`src/rtl/fft_unscramble_buffer.sv`:
```
// Ping-pong reorder buffer: takes frames in bit-reversed index order and
// re-emits each frame in natural order while the other bank fills.
module fft_unscramble_buffer #(
  parameter int SAMPLES = 4,
  parameter int WIDTH   = 4,
  parameter int IDX_W   = $clog2(SAMPLES)
) (
  input  logic             clk,
  input  logic             rst_n,
  input  logic             in_valid,
  output logic             in_ready,
  input  logic [WIDTH-1:0] in_data,
  output logic             out_valid,
  input  logic             out_ready,
  output logic [WIDTH-1:0] out_data,
  output logic [IDX_W-1:0] out_index,
  output logic             out_last
);

  logic [WIDTH-1:0] bank_q [0:1][0:SAMPLES-1];
  logic [1:0]       full_q,    full_d;
  logic             wr_bank_q, wr_bank_d;
  logic             rd_bank_q, rd_bank_d;
  logic [IDX_W-1:0] wr_cnt_q,  wr_cnt_d;
  logic [IDX_W-1:0] rd_cnt_q,  rd_cnt_d;

  logic wr_fire, rd_fire, wr_last, rd_last;

  function automatic logic [IDX_W-1:0] bitrev(input logic [IDX_W-1:0] v);
    logic [IDX_W-1:0] r;
    r = '0;
    for (int unsigned i = 0; i < IDX_W; i++) begin
      r[i] = v[IDX_W-1-i];
    end
    return r;
  endfunction

  assign in_ready  = !full_q[wr_bank_q];
  assign out_valid = full_q[rd_bank_q];
  assign out_data  = bank_q[rd_bank_q][rd_cnt_q];
  assign out_index = rd_cnt_q;

  assign wr_fire  = in_valid && in_ready;
  assign rd_fire  = out_valid && out_ready;
  assign wr_last  = (wr_cnt_q == IDX_W'(SAMPLES - 1));
  assign rd_last  = (rd_cnt_q == IDX_W'(SAMPLES - 1));
  assign out_last = out_valid && rd_last;

  always_comb begin
    full_d    = full_q;
    wr_bank_d = wr_bank_q;
    rd_bank_d = rd_bank_q;
    wr_cnt_d  = wr_cnt_q;
    rd_cnt_d  = rd_cnt_q;
    if (wr_fire) begin
      wr_cnt_d = wr_last ? '0 : wr_cnt_q + 1'b1;
      if (wr_last) begin
        full_d[wr_bank_q] = 1'b1;
        wr_bank_d         = !wr_bank_q;
      end
    end
    // Full flags gate each side, so the two updates always hit different banks.
    if (rd_fire) begin
      rd_cnt_d = rd_last ? '0 : rd_cnt_q + 1'b1;
      if (rd_last) begin
        full_d[rd_bank_q] = 1'b0;
        rd_bank_d         = !rd_bank_q;
      end
    end
  end

  always_ff @(posedge clk or negedge rst_n) begin
    if (!rst_n) begin
      bank_q    <= '{default: '0};
      full_q    <= '0;
      wr_bank_q <= 1'b0;
      rd_bank_q <= 1'b0;
      wr_cnt_q  <= '0;
      rd_cnt_q  <= '0;
    end else begin
      if (wr_fire) begin
        bank_q[wr_bank_q][bitrev(wr_cnt_q)] <= in_data;
      end
      full_q    <= full_d;
      wr_bank_q <= wr_bank_d;
      rd_bank_q <= rd_bank_d;
      wr_cnt_q  <= wr_cnt_d;
      rd_cnt_q  <= rd_cnt_d;
    end
  end

endmodule

```
`config.mk`:
```
export PLATFORM = sky130hd
export DESIGN_NAME = fft_unscramble_buffer
export DESIGN_NICKNAME = d
export VERILOG_FILES = /design/src/rtl/fft_unscramble_buffer.sv
export SDC_FILE = /design/constraint.sdc
export NUM_CORES = 1
export LEC_CHECK = 0
export CORE_ASPECT_RATIO = 2
export CORE_UTILIZATION = 55
export CTS_CLUSTER_DIAMETER = 50
export DETAILED_ROUTE_END_ITERATION = 12
export GPL_TIMING_DRIVEN = 0
export PLACE_DENSITY_LB_ADDON = 0.25
export SETUP_SLACK_MARGIN = 0.05
export SLEW_MARGIN = 15
export SYNTH_ARGS = -nofsm -noshare
export SYNTH_HDL_FRONTEND = slang
export SYNTH_SLANG_ARGS = --single-unit
```
`constraint.sdc`:
```
create_clock -name clk -period 2.25 [get_ports clk]
set_input_delay 0.675 -clock clk [delete_from_list [all_inputs] [get_ports clk]]
set_output_delay 0.675 -clock clk [all_outputs]
set_load 0.01 [all_outputs]
```
* Yosys cells after proc, flatten, opt, wreduce, memory -nomap -nowiden *
Cells that the tools add are included.

storage, ports and cells
  output and inout port bits = 9
  ROM bits = 0
  flip-flop bits (word level) = 40
  RAM bits = 0
  word-level logic and storage cells = 71
  memories kept = 0
  bits in latches = 0

operators by class
  reductions and logical operators = 12
  add/sub/neg operators = 2
  multipliers = 0
  magnitude comparators = 10
  equality and inequality tests = 2
  div/mod/pow operators = 0
  multiplexer cells = 25
  bitwise logic cells = 7
  shift-type cells = 0

operator list
  kind                                                      count
  two-way mux 16 bit                                        4
  bitwise mux 32 bit                                        1
  demux 16 bit (select 1 bit)                               1
  two-way mux 2 bit                                         6
  two-way mux 4 bit                                         3
  binary-select mux 4 bit (select 2 bit)                    1
  demux 4 bit (select 2 bit)                                1
  logical AND 1 bit                                         7
  greater-or-equal comparator 3 bit, second input constant  2
  two-way mux 1 bit                                         6
  NOT 2 -> 3 bit                                            2
  adder 2 x 1 -> 2 bit, second input constant               2
  equality test 2 bit, second input constant                2
  greater-or-equal comparator 2 bit, second input constant  2
  < comparator 1 x 2 -> 1 bit, second input constant        2
  NOT 1 -> 2 bit                                            2
  AND reduction 2 bit                                       2
  zero test 1 bit                                           3
  < comparator 3 x 1 -> 1 bit, second input constant        1
  AND 2 bit                                                 1
  demux 1 bit (select 1 bit)                                2
  greater-or-equal comparator 1 bit, second input constant  2
  < comparator 2 x 1 -> 1 bit, second input constant        1
  NOT 2 bit                                                 1
  bitwise OR 2 bit                                          1

* Depth between registers and ports, before layout *
  depth after elaboration = 10
  mapped depth = 5
  gate-level depth less buffers = 5

* Worst setup path before layout *
Ideal clock, no wire load.

  path type = reg2out
  start = register rd_bank_q
  end = output port out_data[0]
  setup slack = 0.202 ns
  data arrival time = 1.373 ns
  buffers on the path = 1
  cell stages (with the launch flop) = 4
  cell sequence = dfrtp_1 -> buf_6 -> mux4_1 -> mux2_2

between the ends
  word-level cells in the longest chain between the ends = 7

RTL lines
  element                                                line  text
  from (decl)                                            23    logic rd_bank_q, rd_bank_d;
  from (signal assigned)                                 86    rd_bank_q <= rd_bank_d;
  NOT 1 -> 2 bit (not written as such)                   40    assign out_data = bank_q[rd_bank_q][rd_cnt_q];
  two-way mux 16 bit (not written as such) (3 in a row)  40
  binary-select mux 4 bit (select 2 bit)                 40
  two-way mux 4 bit (not written as such) (2 in a row)   40
  to (decl)                                              15    output logic [WIDTH-1:0] out_data,

No other way between the ends. The select of a mux whose other input is x is not followed.

* Worst setup path after layout *
  start = register rd_bank_q
  end = output port out_data[2]

Same word-level chain as after synthesis.

==> flow_summary.ini <==
[pwr]
p_int_uw = 2340
seqPwrFrac_pct = 39.6
total_power_uw = 3430
pwr-share-clk_pct = 14.2
comb_power_share_pct = 46.2
p_switching_uw = 1080
p_sw_share_pct = 31.6
powerDensity_nw_per_um2 = 1540
p_leak_uw = 0.000996
ir_drop_mv = 0.875

[sta]
finalCritPeriodShare_pct = 109
period_needed_ns = 2.46
setup_ws_ns = -0.212
hold_ws_ns = 0.228
rsz0062_at_grt = true
tightest_slew_ns = 0.797
drv_slew = 0
fmax_mhz = 406
slew_headroom_pct = 46.5
setup_violations = 4
clock_skew_ns = 0.00924
finalHoldViolations = 0
tns_ns = -0.771

[critical_path]
reg2reg_slack_ns = 0.38
critPathLaunch = rd_bank_q$_DFFE_PN0P_
start_kind = flip-flop
r2r_start = wr_cnt_q[0]$_DFFE_PN0P_
cp.buffers_inverters = 2
crit_required_ns = 1.57
crit_slowest_cell = mux4_2
cp-end-kind = primary output
path_max_fanout = 7
cp.depth = 4
cpPeakStageDelay_ns = 0.51
worst-setup-path-type = flip-flop to primary output
worstPathArrival_ns = 1.79
crit_chain = buf_8 -> mux4_2 -> mux2_4 -> buf_6
path_delay_family = multiplexers
crit-reg2reg-capture = bank_q[26]$_DFFE_PN0P_
setup.worst_path.end = out_data[2]
r2r_cells = 5

[yosys]
synth_most_common_cell = mux2_2
synth_common_cells = 41 x mux2_2, 40 x dfrtp_1, 9 x nand2_1
synth_area_per_cell_um2 = 15.0
synth_warnings = 0
synth_edf_count = 0
synth_top_cell_by_area = dfrtp_1
ys.flop_type = dfrtp_1
syn-cell-area_um2 = 1920
netlist_top_cells_area = dfrtp_1 52%, mux2_2 24%, mux4_1 11%
syn_nets = 141
ys_ff_latch = 40
ys_types = 20
ys_seq_area_share_pct = 52.3
synthArstFlopShare_pct = 100
yosysTopAreaCellShare_pct = 52.3
syn_inst = 128

[detailed_routing]
dr.max_layer_used = met4
dr_wl_met3_um = 136
drtAntennaViolNets = 0
via_count = 1155
detail_route.iter0.violations = 21
met1_length_mm = 1.37
wl_mm = 3.64
first_pass_iters = 8
post_drt_wl_per_cell_um = 19.6
drc = 4
met2WireLength_mm = 2.00
viasPerCell = 6.21

[floorplan]
die-area_um2 = 3740
die_h_um = 85.5
die_width_um = 43.7
initial_core_util_pct = 57.3
core-area_um2 = 3340
ioPinCount = 17
rows = 30

[clock_tree]
cts_buffers = 5
cts_tree = done
clk_path_buf_depth = 2
clkSlewWorstSetupHoldPaths_ns = 0.07
h-tree-depth = 2
cts_hold_buf = 0
cts.sinks = 40
root_buffer = clkbuf_8
clkLatencyLatePin_ns = 0.30

[layout]
nets = 166
final_cells = 186
diodes = 0
syn_to_final_growth_pct = 16.3
final_layout_size_suffix_gt1_share_pct = 48.1
fillers = 262

[placed_design]
place_congestion = 0.729
place_ws_ns = -0.413
dpl.hpwl_mm = 2.55
dp_cells = 176
port_buffers = 15

[flow_run]
maxCapViolations = 0

[global_routing]
grt_pass1_vias = 1194
grt_usage_pct = 23.1
grt_pass1_wl_mm = 5.88
antenna_found_initial = 0
grt-ovfl-total = 0
grt_max_degree = 32

[run_status]
violations = design-rule violations, negative setup slack
status = finished, violations left

[worst_hold_path]
hold_class = input port to async pin
## power by group through the flow
stage | Clock, uW | Combinational, uW | Sequential, uW
after global placement | 0 | 1400 | 1290
after detailed placement | 0 | 1440 | 1340
after CTS | 505 | 1610 | 1360
after floorplan | 0 | 993 | 1260
after global routing | 527 | 1710 | 1400
final | 485 | 1580 | 1360
## kinds of logic (layout without fill, tap and decap cells)
logic type | count (synthesis) | count (layout) | synth area share, %
AOI/OAI and AO/OA | 4 | 4 | 1.31
adders and majority gates | 5 | 5 | 3.27
buffers and inverters | 5 | 31 | 1.44
DFF | 40 | 40 | 52.3
muxes | 50 | 50 | 35.6
and+or+nand+nor | 24 | 24 | 6.14
## flip-flops by register name (all words and copies together), names as in the netlist
name / flops
wr_cnt_q: 2
full_q: 2
rd_bank_q: 1
bank_q: 32
out_index: 2
wr_bank_q: 1
## layout make-up
cell class | instances | area [um^2] | share of cell area [%]
Sequential cell | 40 | 1010 | 45.1
Multi-Input combinational cell | 83 | 876 | 39.3
Timing Repair Buffer | 18 | 181 | 8.14
Clock buffer | 6 | 82.6 | 3.71
Tap cell | 32 | 40.0 | 1.80
Buffer | 3 | 25.0 | 1.12
Clock inverter | 2 | 10.0 | 0.449
Inverter | 2 | 7.51 | 0.337
## worst reg2reg max path, cell delays in order (launching register included)
cell	delay, ns
dfrtp_1	0.42
inv_1	0.10
ha_1	0.16
nand2_1	0.05
nor3_1	0.61
mux2_2	0.41
## per-layer routing
| metal | track usage [%] | up-vias |
|---|---|---|
| li1 | - | 520 |
| met1 | 26.0 | 598 |
| met2 | 38.4 | 25 |
| met3 | 4.68 | 12 |
| met4 | 14.5 | 0 |
| met5 | 0 | - |
## worst min path at each step
stage / startpoint / slack [ns] / to
6_report: rst_n / 0.23 / full_q[1]$_DFF_PN0_
5_1_grt: rst_n / 0.24 / full_q[1]$_DFF_PN0_
4_1_cts: rst_n / 0.22 / full_q[1]$_DFF_PN0_
3_5_place_dp: bank_q[9]$_DFFE_PN0P_ / 0.48 / bank_q[9]$_DFFE_PN0P_
3_3_place_gp: bank_q[13]$_DFFE_PN0P_ / 0.48 / bank_q[13]$_DFFE_PN0P_
2_1_floorplan: rst_n / 0.38 / bank_q[0]$_DFFE_PN0P_
## repair_timing
item                                   CTS  global route
setup buffers                            2             0
pin swaps                                0             0
setup endpoints to repair                7             4
resized for setup                       46             0
endpoints found under the hold margin    0             0
## layout by cell type, fill, tap and decap left out, types with 4 or more instances in the layout
cell type,count
buf_6,5
clkbuf_8,6
clkdlybuf4s50_1,7
dfrtp_1,36
dfrtp_2,4
ha_1,5
mux2_2,36
mux2_4,5
mux4_2,8
nand2_1,9
nand3_1,5
## through the flow
step	util (%)	area (um^2)
2_1_floorplan	-	1920
3_3_place_gp	63.0	2110
3_5_place_dp	63.5	2120
4_1_cts	66.7	2230
5_1_grt	66.7	2230
6_report	66.7	2230
(Power assumes the default switching activity.)
